===== src/rtl/adc_spi_scan.sv =====
// SPI master for MCP320x SAR ADCs: single conversion or one-shot/continuous channel-mask scan.
// cs_n falls one cycle after an accepted start; results stream out with a one-cycle data_valid, no backpressure.
module adc_spi_scan #(
   parameter int DATA_W   = 12,
   parameter int NUM_CH   = 2,
   parameter int ADDR_W   = 1,
   parameter int MSBF_EN  = 1,
   parameter int GAP_BITS = 1,
   parameter int CLK_DIV  = 4
) (
   input  logic              clk,
   input  logic              reset,
   input  logic              start,
   input  logic              scan,
   input  logic              continuous,
   input  logic              diff_mode,
   input  logic [ADDR_W-1:0] ch_sel,
   input  logic [NUM_CH-1:0] ch_mask,
   input  logic              sdi,
   output logic              sck,
   output logic              sdo,
   output logic              cs_n,
   output logic              busy,
   output logic [DATA_W-1:0] data_out,
   output logic [ADDR_W-1:0] data_ch,
   output logic              data_valid
);

   localparam int CMD_W = 2 + ADDR_W + MSBF_EN;
   localparam int F     = CMD_W + GAP_BITS + DATA_W;
   localparam int CW    = $clog2(2 * CLK_DIV);
   localparam int KW    = $clog2(F);

   typedef enum logic [1:0] {IDLE, CS_SETUP, SHIFT, CS_HOLD} state_t;

   state_t            state;
   logic [CW-1:0]     cnt;
   logic [KW-1:0]     k;
   logic              scan_q, diff_q, wrap_q;
   logic [NUM_CH-1:0] mask_q;
   logic [ADDR_W-1:0] ch_q;
   logic [CMD_W-1:0]  cmd_sr;
   logic [DATA_W-1:0] rx_sr;

   logic              first_ok, next_ok, low_ok;
   logic [ADDR_W-1:0] first_ch, next_ch, low_ch;
   logic              start_ok, has_next;
   logic [ADDR_W-1:0] start_ch, nxt_ch;

   function automatic logic [CMD_W-1:0] build_cmd(input logic diff, input logic [ADDR_W-1:0] ch);
      logic [CMD_W-1:0] c;
      c = '0;
      c[CMD_W-1] = 1'b1;
      c[CMD_W-2] = ~diff;
      c[CMD_W-3 -: ADDR_W] = ch;
      if (MSBF_EN != 0) c[0] = 1'b1;
      return c;
   endfunction

   // Descending loops leave the lowest qualifying index as the final assignment.
   always_comb begin
      first_ok = 1'b0;
      first_ch = '0;
      next_ok  = 1'b0;
      next_ch  = '0;
      low_ok   = 1'b0;
      low_ch   = '0;
      for (int i = NUM_CH - 1; i >= 0; i--) begin
         if (ch_mask[i]) begin
            first_ok = 1'b1;
            first_ch = ADDR_W'(i);
         end
         if (mask_q[i]) begin
            low_ok = 1'b1;
            low_ch = ADDR_W'(i);
            if (i > int'(ch_q)) begin
               next_ok = 1'b1;
               next_ch = ADDR_W'(i);
            end
         end
      end
   end

   assign start_ok = start && (!scan || first_ok);
   assign start_ch = scan ? first_ch : ch_sel;
   assign has_next = scan_q && (next_ok || (wrap_q && low_ok));
   assign nxt_ch   = next_ok ? next_ch : low_ch;

   always_ff @(posedge clk or posedge reset) begin
      if (reset) begin
         state      <= IDLE;
         cnt        <= '0;
         k          <= '0;
         scan_q     <= 1'b0;
         diff_q     <= 1'b0;
         wrap_q     <= 1'b0;
         mask_q     <= '0;
         ch_q       <= '0;
         cmd_sr     <= '0;
         rx_sr      <= '0;
         sck        <= 1'b0;
         sdo        <= 1'b0;
         cs_n       <= 1'b1;
         busy       <= 1'b0;
         data_out   <= '0;
         data_ch    <= '0;
         data_valid <= 1'b0;
      end else begin
         data_valid <= 1'b0;
         case (state)
            IDLE: begin
               if (start_ok) begin
                  scan_q <= scan;
                  diff_q <= diff_mode;
                  mask_q <= ch_mask;
                  ch_q   <= start_ch;
                  cmd_sr <= build_cmd(diff_mode, start_ch);
                  sdo    <= 1'b1;
                  cs_n   <= 1'b0;
                  busy   <= 1'b1;
                  cnt    <= '0;
                  state  <= CS_SETUP;
               end
            end
            CS_SETUP: begin
               if (cnt == CW'(CLK_DIV - 1)) begin
                  cnt   <= '0;
                  k     <= '0;
                  sck   <= 1'b1;
                  rx_sr <= {rx_sr[DATA_W-2:0], sdi};
                  state <= SHIFT;
               end else begin
                  cnt <= cnt + 1'b1;
               end
            end
            SHIFT: begin
               if (cnt == CW'(CLK_DIV - 1)) begin
                  cnt <= '0;
                  if (sck) begin
                     // Falling edge: present the next command bit; zeros shift in after the command.
                     sck    <= 1'b0;
                     cmd_sr <= cmd_sr << 1;
                     sdo    <= cmd_sr[CMD_W-2];
                     if (k == KW'(F - 1)) begin
                        sdo        <= 1'b0;
                        cs_n       <= 1'b1;
                        data_out   <= rx_sr;
                        data_ch    <= ch_q;
                        data_valid <= 1'b1;
                        wrap_q     <= continuous;
                        state      <= CS_HOLD;
                     end
                  end else begin
                     sck   <= 1'b1;
                     k     <= k + 1'b1;
                     rx_sr <= {rx_sr[DATA_W-2:0], sdi};
                  end
               end else begin
                  cnt <= cnt + 1'b1;
               end
            end
            CS_HOLD: begin
               if (cnt == CW'(2 * CLK_DIV - 1)) begin
                  cnt <= '0;
                  if (has_next) begin
                     ch_q   <= nxt_ch;
                     cmd_sr <= build_cmd(diff_q, nxt_ch);
                     sdo    <= 1'b1;
                     cs_n   <= 1'b0;
                     state  <= CS_SETUP;
                  end else begin
                     busy  <= 1'b0;
                     state <= IDLE;
                  end
               end else begin
                  cnt <= cnt + 1'b1;
               end
            end
            default: state <= IDLE;
         endcase
      end
   end

endmodule


===== config.mk =====
export PLATFORM = sky130hd
export DESIGN_NAME = adc_spi_scan
export DESIGN_NICKNAME = d
export VERILOG_FILES = /design/src/rtl/adc_spi_scan.sv
export SDC_FILE = /design/constraint.sdc
export NUM_CORES = 1
export LEC_CHECK = 0
export CAP_MARGIN = 0
export CORE_MARGIN = 5
export CORE_UTILIZATION = 55
export DETAILED_ROUTE_END_ITERATION = 8
export MAX_ROUTING_LAYER = met4
export PLACE_DENSITY_LB_ADDON = 0.3
export SYNTH_ARGS = -nofsm -noshare
export SYNTH_HDL_FRONTEND = slang
export SYNTH_SLANG_ARGS = --single-unit

===== constraint.sdc =====
create_clock -name clk -period 2.15 [get_ports clk]
set_input_delay 0.43 -clock clk [delete_from_list [all_inputs] [get_ports clk]]
set_output_delay 0.43 -clock clk [all_outputs]
set_load 0.03 [all_outputs]

# Word-level counts from Yosys, hierarchy flattened
# Cells that the tools add are included.
# totals
wordCells,122
input_bits,10
out_inout_bits,18
register_bits,49
# op_classes
n_addsub,2
n_reduce_logical,20
n_bitwise,2
n_eq_ne,15
order_cmp,1
mux,65
# op_table
operator,n
two-way mux 12 bit,3
two-way mux 1 bit,35
two-way mux 3 bit,8
case mux 12 bit (2 select lines),1
inequality test 2 bit (second input constant),9
case mux 3 bit (3 select lines),2
AND reduction 4 bit,4
two-way mux 5 bit,3
two-way mux 2 bit,6
AND reduction 6 bit,2
case mux 5 bit (2 select lines),1
case mux 2 bit (4 select lines),1
AND reduction 7 bit,1
case mux 1 bit (2 select lines),3
case mux 1 bit (3 select lines),2
adder 5 x 1 -> 5 bit (second input constant),1
== test 5 bit (second input constant),1
== test 2 bit (second input constant),2
nonzero test 2 bit,2
adder 3 x 1 -> 3 bit (second input constant),1
== test 3 x 2 -> 1 bit (second input constant),1
== test 3 bit (second input constant),1
logical AND 1 bit,3
AND reduction 3 bit,1
other kinds (9),11

# Depth between registers and ports, before layout
# depth
depth_word,8
mapped_depth,9

# Worst setup path before layout
# OpenSTA, ideal clock, no wires.
# synth_path
path_type,register to register
start,register state[0]
end,register rx_sr[0]
path_stages_with_launch,7
arrival_ps,1804
slack_ps,221
period_less_slack_ps,1929
setup_ps,125
path_buffers,1
path_cell_list,dfrtp_1 inv_1 ha_1 nor2b_1 o21ai_1 buf_2 mux2_2
# synth_between
elab_chain_cells,3
# synth_lines
item,line,text
from (decl),36,state_t state;
from (signal assigned),91,state <= IDLE;
from (signal assigned),122,state <= CS_SETUP;
from (signal assigned),131,state <= SHIFT;
== test 2 x 1 -> 1 bit / == test 2 bit (equally long branches),110,case (state)
inequality test 2 bit (no line) / nonzero test 2 bit (equally long branches),--,
AND reduction 4 bit (no line),--,
to (signal assigned),130,"rx_sr <= {rx_sr[DATA_W-2:0], sdi};"
to (signal assigned),156,"rx_sr <= {rx_sr[DATA_W-2:0], sdi};"
to (decl),43,logic [DATA_W-1:0] rx_sr;
# Parallel ways exist; a longest one is shown, timed or not.
# A chain may end at the register's enable or synchronous reset.

# Worst setup path in the final report
# Ends and elaborated chain as after synthesis.

==> results.py <==
metrics = {
    "run_status": {
        "status": "finished, final reports clean",
    },
    "critical_path": {
        "path_cells": "inv_1, ha_1, nor2b_1, o21ai_1, buf_4, mux2_2",
        "cp-start-kind": "flip-flop",
        "path_class": "reg2reg",
        "crit_required_ps": 2340,
        "cp_num_buf_inv": 2,
        "crit_family": "flip-flops",
        "worstPathArrival_ps": 2160,
        "critPathSlowestCell": "dfrtp_1",
        "crit_path_max_incr_delay_ps": 410,
        "path_max_fanout": 12,
        "worstSetupEndpointType": "flip-flop",
    },
    "logic_synthesis": {
        "synthDistinctLibCells": 40,
        "yosys-top-cells-area": "dfrtp_1, mux2_2, ha_1",
        "synth-edff-count": 0,
        "synth.top_cells.by_count": "dfrtp_1, mux2_2, nand2_1",
        "netlist_area_mm2": 0.00234,
        "postSynth.asyncResetShare": 1.00,
        "ys_seq_area_frac": 0.525,
        "synth.net_count": 217,
        "yosys_warnings": 0,
        "synth_area_leader_cell": "dfrtp_1",
        "syn_avg_cell_area_um2": 12.0,
        "ys_ff_latch": 49,
        "synth.most_common_cell": "dfrtp_1",
        "synthDominantCellAreaShare": 0.514,
        "syn_inst": 195,
        "synth_flop_cell": "dfrtp_1",
    },
    "sta": {
        "hold_ws_ps": 505,
        "tns_ps": 0,
        "tightest_slew_ps": 547,
        "fmax_ghz": 0.507,
        "slew_headroom": 0.635,
        "setup_violations": 0,
        "skew_ps": 5.23,
        "period_minus_slack_ps": 1970,
        "post-route-period-util": 0.918,
        "timing.final.hold_violations": 0,
        "drv_slew": 0,
        "rsz0062_at_grt": "no",
    },
    "routing": {
        "drt_iter0_markers": 44,
        "vias": 1560,
        "wl_per_cell_um": 15.8,
        "vias_per_cell": 5.55,
        "totalWireLength_mm": 4.45,
        "firstDrtPassIters": 4,
        "drtAntennaViolNets": 0,
        "drc": 0,
    },
    "global_route": {
        "met1_usage": 0.232,
        "grt_pass1_wl_mm": 7.57,
        "grt_overflow": 0,
        "grt_antenna_before_repair": 0,
        "grt_use_met3": 0.0401,
        "grt_pass1_vias": 1542,
        "grtUsageTotal": 0.185,
        "grt_most_used_layer": "met2",
        "grt_util_met2": 0.306,
        "grt_max_degree": 26,
    },
    "layout": {
        "syn_to_final_growth_pct": 19.6,
        "n_antenna_cell": 0,
        "nNetsFinal": 252,
        "drive_above_1_share": 0.251,
        "multiInputGateArea_mm2": 0.00103,
        "nFillCells": 281,
        "ff_latch_area_mm2": 0.00123,
    },
    "pwr": {
        "vdd.ir_drop.worst_v": 0.000526,
        "p_per_area_mw_per_mm2": 545,
        "power_leakage_nw": 1.23,
    },
    "place": {
        "routabilityCongestion": 0.833,
        "dp_hpwl_mm": 3.27,
        "port_buffers": 27,
    },
    "floorplanning": {
        "die_w_um": 75.2,
        "ios": 28,
        "dieArea_mm2": 0.00565,
        "core_area_mm2": 0.00406,
        "rows": 23,
        "initial_core_util": 0.576,
        "die_h_um": 75.2,
    },
    "clock_tree": {
        "cts_inserted_buffers": 5,
        "cts_root_buffer": "clkbuf_8",
        "cts_tree": "done",
        "clock_sinks": 49,
        "clkTransAtPathRegs_ps": 90,
        "htreeDepth": 2,
        "clock_path_buffers": 2,
        "worstSkewPairLatency_ps": 300,
    },
    "worst_hold_path": {
        "hold_path.class": "reg2reg",
    },
    "run": {
        "cap_viol_max_count": 0,
    },
}
-- worst paths after layout --
| kind | start | endpoint | slack (ps) | depth (start not counted) |
|---|---|---|---|---|
| max reg2reg | state[0] | rx_sr[0] | 180 | 6 |
| max | state[0] | rx_sr[0] | 180 | 6 |
| min | cmd_sr[2] | cmd_sr[2] | 500 | 2 |
| min in group asynchronous | reset | data_out[6] | 510 | 2 |
| max in group asynchronous | reset | sck | 1130 | 3 |
| min reg2reg | cmd_sr[2] | cmd_sr[2] | 500 | 2 |
-- kinds of logic after synthesis --
family,share of synthesized area
xor gates and xnor gates,0.00750
buffers and inverters,0.0364
DFF,0.525
adders and majority gates,0.0642
and+or+nand+nor,0.102
muxes,0.154
AOI/OAI and AO/OA,0.111
-- state kept, by name, summed over array words and instances (netlist names) --
name        count
wrap_q          1
k               5
data_ch         1
state           2
data_valid      1
data_out       12
mask_q          2
rx_sr          12
scan_q          1
diff_q          1
ch_q            1
cnt             3
busy            1
cmd_sr          3
sck             1
sdo             1
cs_n            1
-- where the power goes --
part	total, mW	internal [mW]	leakage (nW)	switching (mW)
registers	0.932	0.927	0.634	0.00472
logic	0.0556	0.0284	0.562	0.0273
clock network	0.536	0.230	0.0374	0.306
-- area by class of cell --
class                      count  share of cell area
clock buffer                   6              0.0260
timing repair buffer          35               0.123
inverter                      12              0.0161
multi-input combinational    127               0.368
clock inverter                 2             0.00537
tap                           50              0.0224
sequential                    49               0.439
-- cells in the final DEF (no fill, tap or decap), drive strengths merged, types with 3 or more instances in the layout --
master and n:
inv 12, clkdlybuf4s50 27, nand3 6, clkbuf 6, a22o 3, nor2 8
ha 12, buf 8, nand2 17, dfrtp 48, o21ai 13, nor2b 3
a21oi 5, mux2 32
-- per-stage QoR --
| stage | cells | setup WS (ps) | power, mW | area (um^2) | utilization |
|---|---|---|---|---|---|
| floorplan | 195 | 221 | 0.973 | 2340 | - |
| global placement | 273 | 115 | 1.00 | 2700 | 0.666 |
| detailed placement | 273 | 66.4 | 1.01 | 2700 | 0.666 |
| CTS | 281 | 165 | 1.54 | 2790 | 0.688 |
| global route | 281 | 51.8 | 1.59 | 2800 | 0.689 |
| finish | 281 | 177 | 1.52 | 2800 | 0.689 |
-- worst register-to-register path, stage by stage (launching register included) --
cell,delay [ps]
dfrtp_1,410
inv_1,80
ha_1,290
nor2b_1,170
o21ai_1,300
buf_4,270
mux2_2,350
-- routing by layer --
| metal | share of wire | up-vias | wire length (um) |
|---|---|---|---|
| met5 | 0 | - | 0 |
| li1 | - | 754 | - |
| met4 | 0.011 | 0 | 51 |
| met2 | 0.50 | 26 | 2230 |
| met1 | 0.45 | 774 | 2020 |
| met3 | 0.033 | 6 | 147 |
-- timing repair --
item / in CTS / in global routing
gates resized for setup: 0 / 1
hold buffers: 0 / 0
endpoints found under the setup margin: 0 / 1
buffers inserted: 0 / 0
Note: power is estimated with default switching activity, not from simulation.
